[src/rtl/seq_multiplier.sv]
// Iterative shift-and-add multiplier, one multiplier bit per clock.
// Signed operands are reduced to magnitudes on accept and the sign is reapplied to the final product.
module seq_multiplier #(
  parameter int unsigned WIDTH = 8
) (
  input  logic               clk,
  input  logic               rst,
  input  logic               in_valid,
  output logic               in_ready,
  input  logic [WIDTH-1:0]   in1,
  input  logic [WIDTH-1:0]   in2,
  input  logic               signed_mode,
  output logic               out_valid,
  input  logic               out_ready,
  output logic [2*WIDTH-1:0] out
);

  localparam int unsigned CW = (WIDTH > 2) ? $clog2(WIDTH) : 1;

  typedef enum logic [1:0] {StIdle, StCalc, StDone} state_e;

  state_e               state_q, state_d;
  logic [WIDTH-1:0]     mcand_q, mcand_d;
  logic [WIDTH-1:0]     mplier_q, mplier_d;
  logic [2*WIDTH:0]     acc_q, acc_d;
  logic [CW-1:0]        count_q, count_d;
  logic                 neg_q, neg_d;
  logic [2*WIDTH-1:0]   out_q, out_d;

  logic [WIDTH-1:0]     mag1, mag2;
  logic [WIDTH:0]       upper_sum;
  logic [2*WIDTH:0]     acc_sum;
  logic [2*WIDTH:0]     acc_shifted;
  logic [2*WIDTH-1:0]   product;
  logic                 last;

  // Datapath: magnitudes on accept, one add-and-shift step per CALC cycle.
  always_comb begin
    // Most negative value maps to 2^(WIDTH-1), which still fits as an unsigned magnitude.
    mag1        = (signed_mode && in1[WIDTH-1]) ? -in1 : in1;
    mag2        = (signed_mode && in2[WIDTH-1]) ? -in2 : in2;
    upper_sum   = acc_q[2*WIDTH:WIDTH] + (mplier_q[0] ? {1'b0, mcand_q} : '0);
    acc_sum     = {upper_sum, acc_q[WIDTH-1:0]};
    acc_shifted = acc_sum >> 1;
    product     = acc_shifted[2*WIDTH-1:0];
    last        = (count_q == CW'(WIDTH - 1));
  end

  // Next-state and handshake outputs.
  always_comb begin
    state_d   = state_q;
    mcand_d   = mcand_q;
    mplier_d  = mplier_q;
    acc_d     = acc_q;
    count_d   = count_q;
    neg_d     = neg_q;
    out_d     = out_q;
    in_ready  = 1'b0;
    out_valid = 1'b0;
    unique case (state_q)
      StIdle: begin
        in_ready = 1'b1;
        if (in_valid) begin
          mcand_d  = mag1;
          mplier_d = mag2;
          neg_d    = signed_mode & (in1[WIDTH-1] ^ in2[WIDTH-1]);
          acc_d    = '0;
          count_d  = '0;
          state_d  = StCalc;
        end
      end
      StCalc: begin
        acc_d    = acc_shifted;
        mplier_d = mplier_q >> 1;
        count_d  = count_q + CW'(1);
        if (last) begin
          out_d   = neg_q ? -product : product;
          state_d = StDone;
        end
      end
      StDone: begin
        out_valid = 1'b1;
        if (out_ready) state_d = StIdle;
      end
      default: state_d = StIdle;
    endcase
  end

  // State register with synchronous reset; reset discards any operation in flight.
  always_ff @(posedge clk) begin
    if (rst) begin
      state_q  <= StIdle;
      mcand_q  <= '0;
      mplier_q <= '0;
      acc_q    <= '0;
      count_q  <= '0;
      neg_q    <= 1'b0;
      out_q    <= '0;
    end else begin
      state_q  <= state_d;
      mcand_q  <= mcand_d;
      mplier_q <= mplier_d;
      acc_q    <= acc_d;
      count_q  <= count_d;
      neg_q    <= neg_d;
      out_q    <= out_d;
    end
  end

  assign out = out_q;

endmodule

[config.mk]
export PLATFORM = sky130hd
export DESIGN_NAME = seq_multiplier
export DESIGN_NICKNAME = d
export VERILOG_FILES = /design/src/rtl/seq_multiplier.sv
export SDC_FILE = /design/constraint.sdc
export NUM_CORES = 1
export LEC_CHECK = 0
export CAP_MARGIN = 40
export CORE_MARGIN = 1.5
export CORE_UTILIZATION = 32
export CTS_BUF_LIST = sky130_fd_sc_hd__clkbuf_2
export CTS_CLUSTER_DIAMETER = 30
export CTS_CLUSTER_SIZE = 30
export DETAILED_ROUTE_END_ITERATION = 10
export PLACE_DENSITY = 0.51
export SETUP_SLACK_MARGIN = 0.3
export SLEW_MARGIN = 5
export SYNTH_ARGS = -nofsm -noshare
export SYNTH_HDL_FRONTEND = slang
export SYNTH_SLANG_ARGS = --single-unit
export TNS_END_PERCENT = 10
[constraint.sdc]
create_clock -name clk -period 4.6 [get_ports clk]
set_input_delay 0.69 -clock clk [delete_from_list [all_inputs] [get_ports clk]]
set_output_delay 0.69 -clock clk [all_outputs]
set_load 0.02 [all_outputs]
# Word level (Yosys, flattened, before mapping)
# Cells that the tools add are included.
# W data, S select, Z words.
# totals
regBits	55
latchBits	0
ram_bits	0
rom_bits	0
inputBits	21
out_inout_bits	18
mem_count	0
# classes
add_sub_neg	5
mul	0
n_div	0
magnitude_cmp	0
n_eq_ne	6
shifts	0
muxes	16
bitwise_logic	2
n_reduce_logical	8
# op_table
cell	n
$pmux W17 S2	1
$mux W8	4
$mux W17	1
$mux W16	1
$neg A16 Y16	1
$neg A8 Y8	2
$pmux W8 S2	1
$add A9 B8 Y9	1
$mux W2	3
$ne A2 B2 Y1 const B	3
$pmux W2 S3	1
$pmux W3 S2	1
$reduce_and A2 Y1	3
$add A3 B1 Y3 const B	1
$eq A3 B3 Y1 const B	1
$mux W3	1
$reduce_and A3 Y1	1
$eq A2 B1 Y1 const B	1
$eq A2 B2 Y1 const B	1
$logic_and A1 B1 Y1	2
$logic_not A2 Y1	1
$mux W1	2
$reduce_bool A2 Y1	1
$and A1 B1 Y1	1
$xor A1 B1 Y1	1

# Longest topological paths before layout
# Gate-level depths: netlist of run 1.
# logic_depth
word_depth	4
ltp_mapped	9

# Least setup slack after synthesis of run 1
# Ideal clock, no wire load.
# synth_timing
kind	reg2reg
from	register mplier_q[0]
to	register out_q[14] (netlist: out[14])
setup_ns	0.088
arrival_ns	2.434
required_ns	4.512
slack_ns	2.078
stages_incl_launch_ff	10
period_less_slack_ns	2.522
path_cell_list	dfxtp_1 and2_1 ha_1 fa_1 xor2_1 nor4_1 o221ai_1 a2111oi_2 o21ai_0 a311oi_2
# synth_between
elab_chain_cells	4
# synth_lines
element	line	rtl
start, declared	24	logic [WIDTH-1:0] mplier_q, mplier_d;
start signal, assigned	102	mplier_q <= mplier_d;
$mux W8 *	42	upper_sum = acc_q[2*WIDTH:WIDTH] + (mplier_q[0] ? {1'b0, mcand_q} : '0);
$add A9 B8 Y9 *	42	
$neg A16 Y16	77	out_d = neg_q ? -product : product;
$mux W16 *	77	
end signal, assigned	106	out_q <= out_d;
end, declared	28	logic [2*WIDTH-1:0] out_q, out_d;
# Mark *: on every way between the ends. The rest lies on a longest branch, timed or not.
# A chain may end at the register's enable or synchronous reset.

# Final worst setup path of run 1
# Ends and elaborated chain as after synthesis.

==> results of run 1 <==
-- where the power goes --
group | total [W] | switching [W] | internal [W]
registers | 0.000484 | 0.00000960 | 0.000475
logic | 0.000125 | 0.0000734 | 0.0000519
clock network | 0.000253 | 0.000158 | 0.0000953
-- stage by stage --
| stage | power, W | utilization, % |
|---|---|---|
| 6_report | 0.0008632 | 39.42 |
| 4_1_cts | 0.0008758 | 39.42 |
| 3_3_place_gp | 0.0006156 | 38.25 |
| 2_1_floorplan | 0.0005727 | - |
| 5_1_grt | 0.0009075 | 39.42 |
| 3_5_place_dp | 0.0006194 | 38.65 |
-- cell usage after synthesis, types with 2 or more instances --
cell type,count,area [sq um]
clkbuf_1,17,63.81
o41ai_1,2,17.52
a21oi_1,41,205.2
a221oi_1,2,17.52
inv_1,11,41.29
a2111oi_2,2,30.03
nor3_1,9,45.04
nand3_1,21,105.1
and3_1,3,18.77
or3_1,5,31.28
dfxtp_1,53,1061
nand2_1,42,157.7
xor2_1,14,122.6
nand3b_1,3,22.52
o21ai_0,10,50.05
a22oi_1,8,60.06
nor2_1,39,146.4
a311oi_1,3,26.28
nor4_1,2,12.51
and2_1,11,68.82
o31ai_1,3,22.52
buf_1,4,15.01
mux2i_1,2,20.02
xnor2_1,8,70.07
ha_1,13,162.7
a211oi_1,15,112.6
a21o_1,2,15.01
a31oi_1,5,31.28
nand2b_1,3,18.77
nor2b_1,3,18.77
-- worst min-delay path: stages, from the launching register on --
cell and delay [ns]:
dfxtp_1 0.38, nand2_1 0.05, a21oi_1 0.05
-- per-layer routing --
metal | global-route usage [%] | up-vias | part of all wire (%)
met2 | 23.87 | 43 | 45
met3 | 2.340 | 4 | 2.5
met4 | 3.956 | 0 | 0.82
met5 | 0 | - | 0
met1 | 20.38 | 1214 | 52
li1 | - | 1368 | -
-- area by class of cell --
cell class | instances | area share (%)
clock inverter | 2 | 1.112
inverter | 11 | 1.184
sequential | 53 | 30.42
timing repair buffer | 41 | 11.98
clock buffer | 6 | 0.8608
tap | 108 | 3.874
multi-input combinational | 285 | 50.57
-- cells by family (layout without fill, tap and decap cells) --
family | Yosys count | in the layout | synth area share (%)
AOI/OAI and AO/OA | 103 | 103 | 23.66
xor gates and xnor gates | 22 | 22 | 6.531
adders and majority gates | 14 | 14 | 6.192
buffers and inverters | 33 | 60 | 4.241
DFF | 53 | 53 | 35.96
muxes | 2 | 2 | 0.6786
and+or+nand+nor | 144 | 144 | 22.73
-- sequential cells by signal, indices dropped and copies added, names as in the netlist --
| signal | cells |
|---|---|
| mcand_q | 8 |
| neg_q | 1 |
| acc_q | 15 |
| mplier_q | 8 |
| out | 16 |
| state_q | 2 |
| count_q | 3 |
-- worst max-delay path by stage --
stage,slack [ns],startpoint,end,cells after the start
after floorplan,2.08,mplier_q[0],out[14],9
after global routing,1.54,mplier_q[0],out[14],8
final,1.80,mplier_q[0],out[14],8
after global placement,1.93,mplier_q[0],out[14],9
after detailed placement,1.87,mplier_q[0],out[14],8
after CTS,1.76,mplier_q[0],out[14],8
==> flow_metrics.tcl, run 1 <==
set metrics [dict create \
    vias_per_cell 5.196 \
    setup.worst_path.end_class "register" \
    rsz0062_at_grt "no" \
    clkTransAtPathRegs_ns 0.28 \
    grt_pass1_vias 2442 \
    setup_tns_ns 0 \
    vias 2629 \
    final_common_cell "dfxtp_1" \
    setup_viol 0 \
    place_area_sq_um 3420 \
    drt-wirelength-per-cell_um 13.72 \
    timing.final.ws_setup_ns 1.800 \
    status "complete, no violations" \
    drt_iter0_markers 111 \
    grt_max_degree 34 \
    post-cts-setup-buffers 0 \
    fp.dieH_um 99.02 \
    cap_violations 0 \
    ctsHoldBuffers 0 \
    cts_tree "done" \
    dieArea_sq_um 9805 \
    reg2reg_depth 8 \
    cp.arrival_ns 3.19 \
    pre_cts_slack_ns 1.866 \
    dp_hpwl_mm 5.018 \
    drv_slew 0 \
    fillers 924 \
    stdcell_area_sq_um 3488 \
    synth_edf_count 0 \
    area_growth_pct 18.24 \
    cts_made_buffers 5 \
    diodes 0 \
    cp_top_family "compound AO/OA/AOI/OAI gates" \
    yosysWarnings 0 \
    min_to "out[0]" \
    fin_crit_sh_pct 60.87 \
    die_w_um 99.02 \
    dpl.cell_count 498 \
    multi_input_area_sq_um 1764 \
    worst_pin_slew_ns 0.8415 \
    finalNonFillerCells 506 \
    io_pins 39 \
    grt_pass1_wl_mm 11.81 \
    synth_cell_types 45 \
    crit_required_ns 5.00 \
    layout_common_cells "dfxtp_1 (53), nand2_1 (42), a21oi_1 (41), nor2_1 (39), clkdlybuf4s50_1 (37)" \
    portBuffers 38 \
    synthesis.nets 406 \
    clock_latency_ns 0.45 \
    first_pass_iters 4 \
    netlist_area_sq_um 2950 \
    ctsResizeCount 0 \
    relSlewSlack_pct 43.76 \
    fmax_mhz 357.2 \
    initial_core_util_pct 33.34 \
    wirelength_mm 6.941 \
    rr_startpoint "mplier_q[0]" \
    route.detailed.drc 0 \
    min-delay-start "out[0]" \
    critPathMaxStageDelay_ns 0.51 \
    pwr_density_cell_nw_per_um2 247.4 \
    globalplace.congestion 0.8294 \
    syn_area_per_cell_sq_um 7.952 \
    leakagePower_nw 1.278 \
    drtAntennaViolNets 0 \
    clock_sinks 53 \
    rr_endpoint "out[14]" \
    ys_seq_elements 53 \
    min_path_type "reg -> reg" \
    worstSetupPathType "reg -> reg" \
    final-seq-area_sq_um 1061 \
    clock_path_buffers 2 \
    start_kind "register" \
    fin_skew_ns 0.01143 \
    ys.flop_type "dfxtp_1" \
    core_area_sq_um 8848 \
    fp-row-count 34 \
    netlist_instances 371 \
    peakVddDrop_mv 0.09420 \
    gr-total-overflow 0 \
    ys_async_sr_fraction_pct 0 \
    ys_seq_area_share_pct 35.96 \
    fin_nets 432 \
    layout_min_cycle_time_ns 2.800 \
    globalRouteTotalUtil_pct 14.74 \
    crit_buf_inv 0 \
    hold_depth 2 \
    critical_path.cell_chain "and2_1 > ha_1 > fa_1 > nor4_1 > o221ai_1 > a2111oi_2 > o21ai_0 > a311oi_2" \
    cts_root_buf "clkbuf_2" \
    whs_ns 0.4782 \
    cts.htree.levels 2 \
    critPathMaxFanout 9 \
    final_layout_size_suffix_gt1_share_pct 4.774 \
    worst_path_max_delay_cell "fa_1" \
    regToRegSetupSlack_ns 1.80 \
    hold_viol 0 \
    antenna_found_initial 0 \
]
Note: power is estimated with default switching activity, not from simulation.
==> run 2: changes to the inputs <==
--- a/config.mk
+++ b/config.mk
@@ -12,7 +12,7 @@
 export CTS_CLUSTER_DIAMETER = 30
 export CTS_CLUSTER_SIZE = 30
 export DETAILED_ROUTE_END_ITERATION = 10
-export PLACE_DENSITY = 0.51
+export PLACE_DENSITY = 0.53
 export SETUP_SLACK_MARGIN = 0.3
 export SLEW_MARGIN = 5
 export SYNTH_ARGS = -nofsm -noshare
==> constraint.sdc (replaced) <==
create_clock -name clk -period 2.33 [get_ports clk]
set_input_delay 0.3495 -clock clk [delete_from_list [all_inputs] [get_ports clk]]
set_output_delay 0.3495 -clock clk [all_outputs]
set_load 0.02 [all_outputs]
==> flow_metrics.tcl, run 2 (synthesized netlist as in run 1, its figures left out) <==
set metrics [dict create \
    setup_tns_ns -0.3952 \
    finalNonFillerCells 530 \
    clock_path_buffers 2 \
    leakagePower_nw 1.397 \
    layout_common_cells "dfxtp_1 (51), nand2_1 (42), a21oi_1 (40), nor2_1 (38), clkdlybuf4s50_1 (35)" \
    worst_pin_slew_ns 0.7629 \
    critPathMaxFanout 3 \
    fp-row-count 34 \
    fin_skew_ns 0.02854 \
    diodes 0 \
    drt-wirelength-per-cell_um 13.07 \
    start_kind "register" \
    layout_min_cycle_time_ns 2.508 \
    fin_crit_sh_pct 107.6 \
    core_area_sq_um 8848 \
    place_area_sq_um 3577 \
    dieArea_sq_um 9805 \
    critPathMaxStageDelay_ns 0.38 \
    setup.worst_path.end_class "register" \
    crit_required_ns 2.70 \
    multi_input_area_sq_um 1911 \
    worstSetupPathType "reg -> reg" \
    final_common_cell "dfxtp_1" \
    grt_pass1_wl_mm 11.45 \
    worst_path_max_delay_cell "fa_2" \
    largest_register_ffs 16 \
    drt_iter0_markers 72 \
    violations "setup timing" \
    dp_hpwl_mm 5.027 \
    area_growth_pct 28.71 \
    portBuffers 38 \
    cp.arrival_ns 2.88 \
    first_pass_iters 4 \
    vias_per_cell 5.053 \
    cts_root_buf "clkbuf_2" \
    fin_nets 457 \
    grt_max_degree 34 \
    min_path_type "in -> reg" \
    antenna_found_initial 0 \
    globalRouteTotalUtil_pct 14.30 \
    dpl.cell_count 518 \
    cts.htree.levels 2 \
    fmax_mhz 398.8 \
    initial_core_util_pct 33.34 \
    status "finished, violations left" \
    fp.dieH_um 99.02 \
    cap_violations 0 \
    drv_slew 0 \
    pwr_density_cell_nw_per_um2 449.4 \
    fillers 946 \
    globalplace.congestion 0.8531 \
    stdcell_area_sq_um 3797 \
    clock_latency_ns 0.44 \
    timing.final.ws_setup_ns -0.1776 \
    cts_tree "done" \
    clkTransAtPathRegs_ns 0.27 \
    final_util_pct 42.92 \
    vias 2678 \
    final-seq-area_sq_um 1064 \
    critical_path.cell_chain "and2_4 > ha_4 > fa_2 > a21o_1 > a221oi_4 > xnor2_2 > a2111oi_2 > or3_1 > a311oi_2" \
    wirelength_mm 6.928 \
    peakVddDrop_mv 0.2047 \
    io_pins 39 \
    rsz0062_at_grt "yes" \
    gr-total-overflow 0 \
    whs_ns 0.3873 \
    route.detailed.drc 0 \
    die_w_um 99.02 \
    clock_sinks 53 \
    final_layout_size_suffix_gt1_share_pct 15.64 \
    relSlewSlack_pct 49.14 \
    setup_viol 5 \
    cts_made_buffers 5 \
    drtAntennaViolNets 0 \
    hold_viol 0 \
    grt_pass1_vias 2537 \
]
run 2: cell count changes in the layout (fill, tap and decap cells not counted), sizes merged:
cell	before	now
dlygate4sd2	0	1
clkbuf	6	5
clkdlybuf4s50	37	35
buf	4	29
dlymetal6s2s	0	1
run 2: worst max-delay path: cells and delay by family, from the launching register on:
family	cells	cell delay [ns]
flops	1	0.37
compound gates	4	0.86
fa+ha+maj	2	0.54
simple gates	2	0.50
xor+xnor	1	0.20
run 2: power breakdown:
part,internal (W),switching (W)
sequential,0.000937,0.0000163
combinational,0.000133,0.000158
clock,0.000174,0.000289
total,0.00124,0.000463
run 2: layer usage:
layer  routed length (um)  track usage (%)  share of wire, %  vias up
li1                     -                -                 -     1416
met1                 3315            17.75                48     1212
met2                 3343            25.15                48       43
met3                  188            2.624               2.7        7
met4                   81            4.286               1.2        0
met5                    0                0                 0        -
run 2: layout make-up:
type | count | share of cell area (%)
timing repair buffer | 66 | 15.45
clock inverter | 2 | 0.9226
multi-input combinational | 285 | 50.31
tap | 108 | 3.558
inverter | 11 | 1.087
sequential | 53 | 28.01
clock buffer | 5 | 0.6590
run 2: stage by stage:
stage	total power, W	setup slack (ns)
final	0.001707	-0.1776
after global routing	0.001795	-0.3175
after CTS	0.001714	-0.1693
after detailed placement	0.001242	-0.1851
after global placement	0.001240	-0.1490
after floorplan	0.001133	-0.1273
run 2: what timing repair did:
action | 4_1_cts | 5_1_grt
setup buffers | 4 | 1
hold buffers | 0 | 0
resized for setup | 11 | 16
endpoints found under the setup margin | 12 | 13
pin swaps | 11 | 9
run 2: worst paths after layout:
check | start | endpoint | slack [ns] | cells past startpoint
worst min-delay path | rst | mplier_q[7] | 0.39 | 2
worst min register to register | mcand_q[0] | mcand_q[0] | 0.47 | 2
worst max-delay path | mcand_q[0] | out[14] | -0.18 | 9
worst max register to register | mcand_q[0] | out[14] | -0.18 | 9
==> run 3: changes to the inputs <==
--- a/config.mk
+++ b/config.mk
@@ -5,7 +5,7 @@
 export SDC_FILE = /design/constraint.sdc
 export NUM_CORES = 1
 export LEC_CHECK = 0
-export CAP_MARGIN = 40
+export ABC_AREA = 1
 export CORE_MARGIN = 1.5
 export CORE_UTILIZATION = 32
 export CTS_BUF_LIST = sky130_fd_sc_hd__clkbuf_2
@@ -13,7 +13,6 @@
 export CTS_CLUSTER_SIZE = 30
 export DETAILED_ROUTE_END_ITERATION = 10
 export PLACE_DENSITY = 0.53
-export SETUP_SLACK_MARGIN = 0.3
 export SLEW_MARGIN = 5
 export SYNTH_ARGS = -nofsm -noshare
 export SYNTH_HDL_FRONTEND = slang
==> flow_metrics.tcl, run 3 <==
set metrics [dict create \
    hold_viol 0 \
    relSlewSlack_pct 74.66 \
    critPathMaxStageDelay_ns 0.45 \
    area_growth_pct 21.71 \
    place_area_sq_um 3580 \
    syn_area_per_cell_sq_um 6.821 \
    globalplace.congestion 0.7811 \
    clock_latency_ns 0.45 \
    io_pins 39 \
    pwr_density_cell_nw_per_um2 437.7 \
    core_area_sq_um 9240 \
    cts_tree "done" \
    ctsHoldBuffers 0 \
    route.detailed.drc 0 \
    die_w_um 100.6 \
    yosys-top-cells-area "dfxtp_1 (35%), nand2_1 (15%), a21oi_1 (7.6%), inv_1 (5.9%), ha_1 (5.3%)" \
    min_path_type "reg -> reg" \
    critPathMostFrequentCell "nand2_1" \
    final_layout_size_suffix_gt1_share_pct 13.09 \
    globalRouteTotalUtil_pct 14.37 \
    leakagePower_nw 1.639 \
    synthesis.nets 482 \
    worst_pin_slew_ns 0.3791 \
    drtAntennaViolNets 0 \
    yosysWarnings 0 \
    fp.dieH_um 100.6 \
    netlist_instances 447 \
    power_w 0.001624 \
    dp_hpwl_mm 5.066 \
    cts_made_buffers 5 \
    wirelength_mm 6.960 \
    finalNonFillerCells 618 \
    peakVddDrop_mv 0.2363 \
    ys_async_sr_fraction_pct 0 \
    clock_path_buffers 2 \
    gr-total-overflow 0 \
    netlist_area_sq_um 3049 \
    cp_top_family "simple AND/OR/NAND/NOR gates" \
    synth_cell_types 32 \
    fin_nets 523 \
    ys_seq_elements 53 \
    ys_seq_area_share_pct 34.80 \
    worstSetupPathType "reg -> reg" \
    stdcell_area_sq_um 3711 \
    yosysMostFrequentCell "nand2_1" \
    fin_crit_sh_pct 89.94 \
    clock_sinks 53 \
    ys.flop_type "dfxtp_1" \
    cp.arrival_ns 2.49 \
    worst_path_max_delay_cell "fa_1" \
    status "complete, no violations" \
    fp-row-count 35 \
    initial_core_util_pct 33.00 \
    clkTransAtPathRegs_ns 0.27 \
    cap_violations 0 \
    vias 2821 \
    drv_slew 0 \
    fin_skew_ns 0.01603 \
    critical_path.cell_chain "nand2_2 > inv_2 > ha_4 > fa_1 > nand2_1 > nand3_2 > nand3_1 > nand2_1 > nand2_1 > nand2_2 > nand2_1 > nand2_1 > nand3_1 > nand3_1 > nand2_1 > inv_1" \
    critPathMaxFanout 4 \
    first_pass_iters 4 \
    final_util_pct 40.16 \
    crit_buf_inv 2 \
    dieArea_sq_um 10120 \
    grt_pass1_vias 2709 \
    antenna_found_initial 0 \
    layout_common_cells "nand2_1 (116), dfxtp_1 (51), a21oi_1 (45), inv_1 (44), clkdlybuf4s50_1 (38)" \
    portBuffers 38 \
    yosys.area.top_type "dfxtp_1" \
    cts_root_buf "clkbuf_2" \
    grt_pass1_wl_mm 11.92 \
    largest_register_ffs 16 \
    vias_per_cell 4.565 \
    layout_min_cycle_time_ns 2.096 \
    drt-wirelength-per-cell_um 11.26 \
    start_kind "register" \
    yosys-top-cells-count "nand2_1 (121), dfxtp_1 (53), inv_1 (48)" \
    drt_iter0_markers 89 \
    final_common_cell "nand2_1" \
    fmax_mhz 477.2 \
    fillers 1003 \
    setup_viol 0 \
    grt_max_degree 28 \
    crit_required_ns 2.73 \
    synth_top_area_share_pct 34.80 \
    setup.worst_path.end_class "register" \
    dpl.cell_count 606 \
    diodes 0 \
    cts.htree.levels 2 \
    synth_edf_count 0 \
    whs_ns 0.4853 \
]
-- run 3: changes by cell type in the layout (fill, tap and decap cells not counted), sizes merged, moves of 8 or more --
cell and change:
nand3 +8, nand2 +86, and2 -11, a22oi -8
buf -17, a211oi -15, o21ai +15, inv +47
-- run 3: metrics by stage --
stage | TNS [ns] | setup slack, ns
floorplan | 0 | 0.1482
global placement | 0 | 0.2469
detailed placement | 0 | 0.2222
CTS | 0 | 0.1885
global route | -0.02146 | -0.02146
finish | 0 | 0.2344
-- run 3: worst min-delay path, stage by stage, from the launching register on --
cell	delay (ns)
dfxtp_1	0.37
nand2_1	0.06
a21oi_1	0.06
-- run 3: cell families after synthesis --
group | count (synthesis) | synth area share [%]
simple gates | 204 | 29.67
compound gates | 89 | 15.92
fa+ha+maj | 14 | 5.991
xor+xnor | 13 | 3.734
flops | 53 | 34.80
buf+inv | 74 | 9.889
-- run 3: layout make-up --
type | instances | area [sq um] | share of cell area [%]
clock buffer | 7 | 35.03 | 0.9440
clock inverter | 1 | 7.507 | 0.2023
inverter | 58 | 217.7 | 5.866
multi-input combinational | 320 | 1743 | 46.97
sequential | 53 | 1064 | 28.66
tap | 129 | 161.4 | 4.349
timing repair buffer | 50 | 483.0 | 13.01
-- run 3: path summary, 6_finish.rpt --
path / from / to / slack, ns / cells after the start
max: mplier_q[0] / out[15] / 0.23 / 16
min: mplier_q[7] / mplier_q[7] / 0.49 / 2
max reg2reg: mplier_q[0] / out[15] / 0.23 / 16
min reg2reg: mplier_q[7] / mplier_q[7] / 0.49 / 2
-- run 3: power breakdown --
group / internal, W / switching, W / leakage, nW
registers: 0.000940 / 0.0000175 / 0.431
logic: 0.000115 / 0.000166 / 1.18
clock network: 0.0000826 / 0.000304 / 0.0292
total: 0.00114 / 0.000487 / 1.64
-- run 3: repair_timing --
action                                  CTS  global route
endpoints found under the setup margin    0             4
buffers inserted                          0             4
resized for setup                         0            19
-- run 3: layer usage --
layer	GRT usage, %	up-vias	wire length (um)
met5	0	-	0
met4	3.250	0	69
met3	2.358	6	275
met2	25.57	54	3226
met1	18.12	1235	3389
li1	-	1526	-
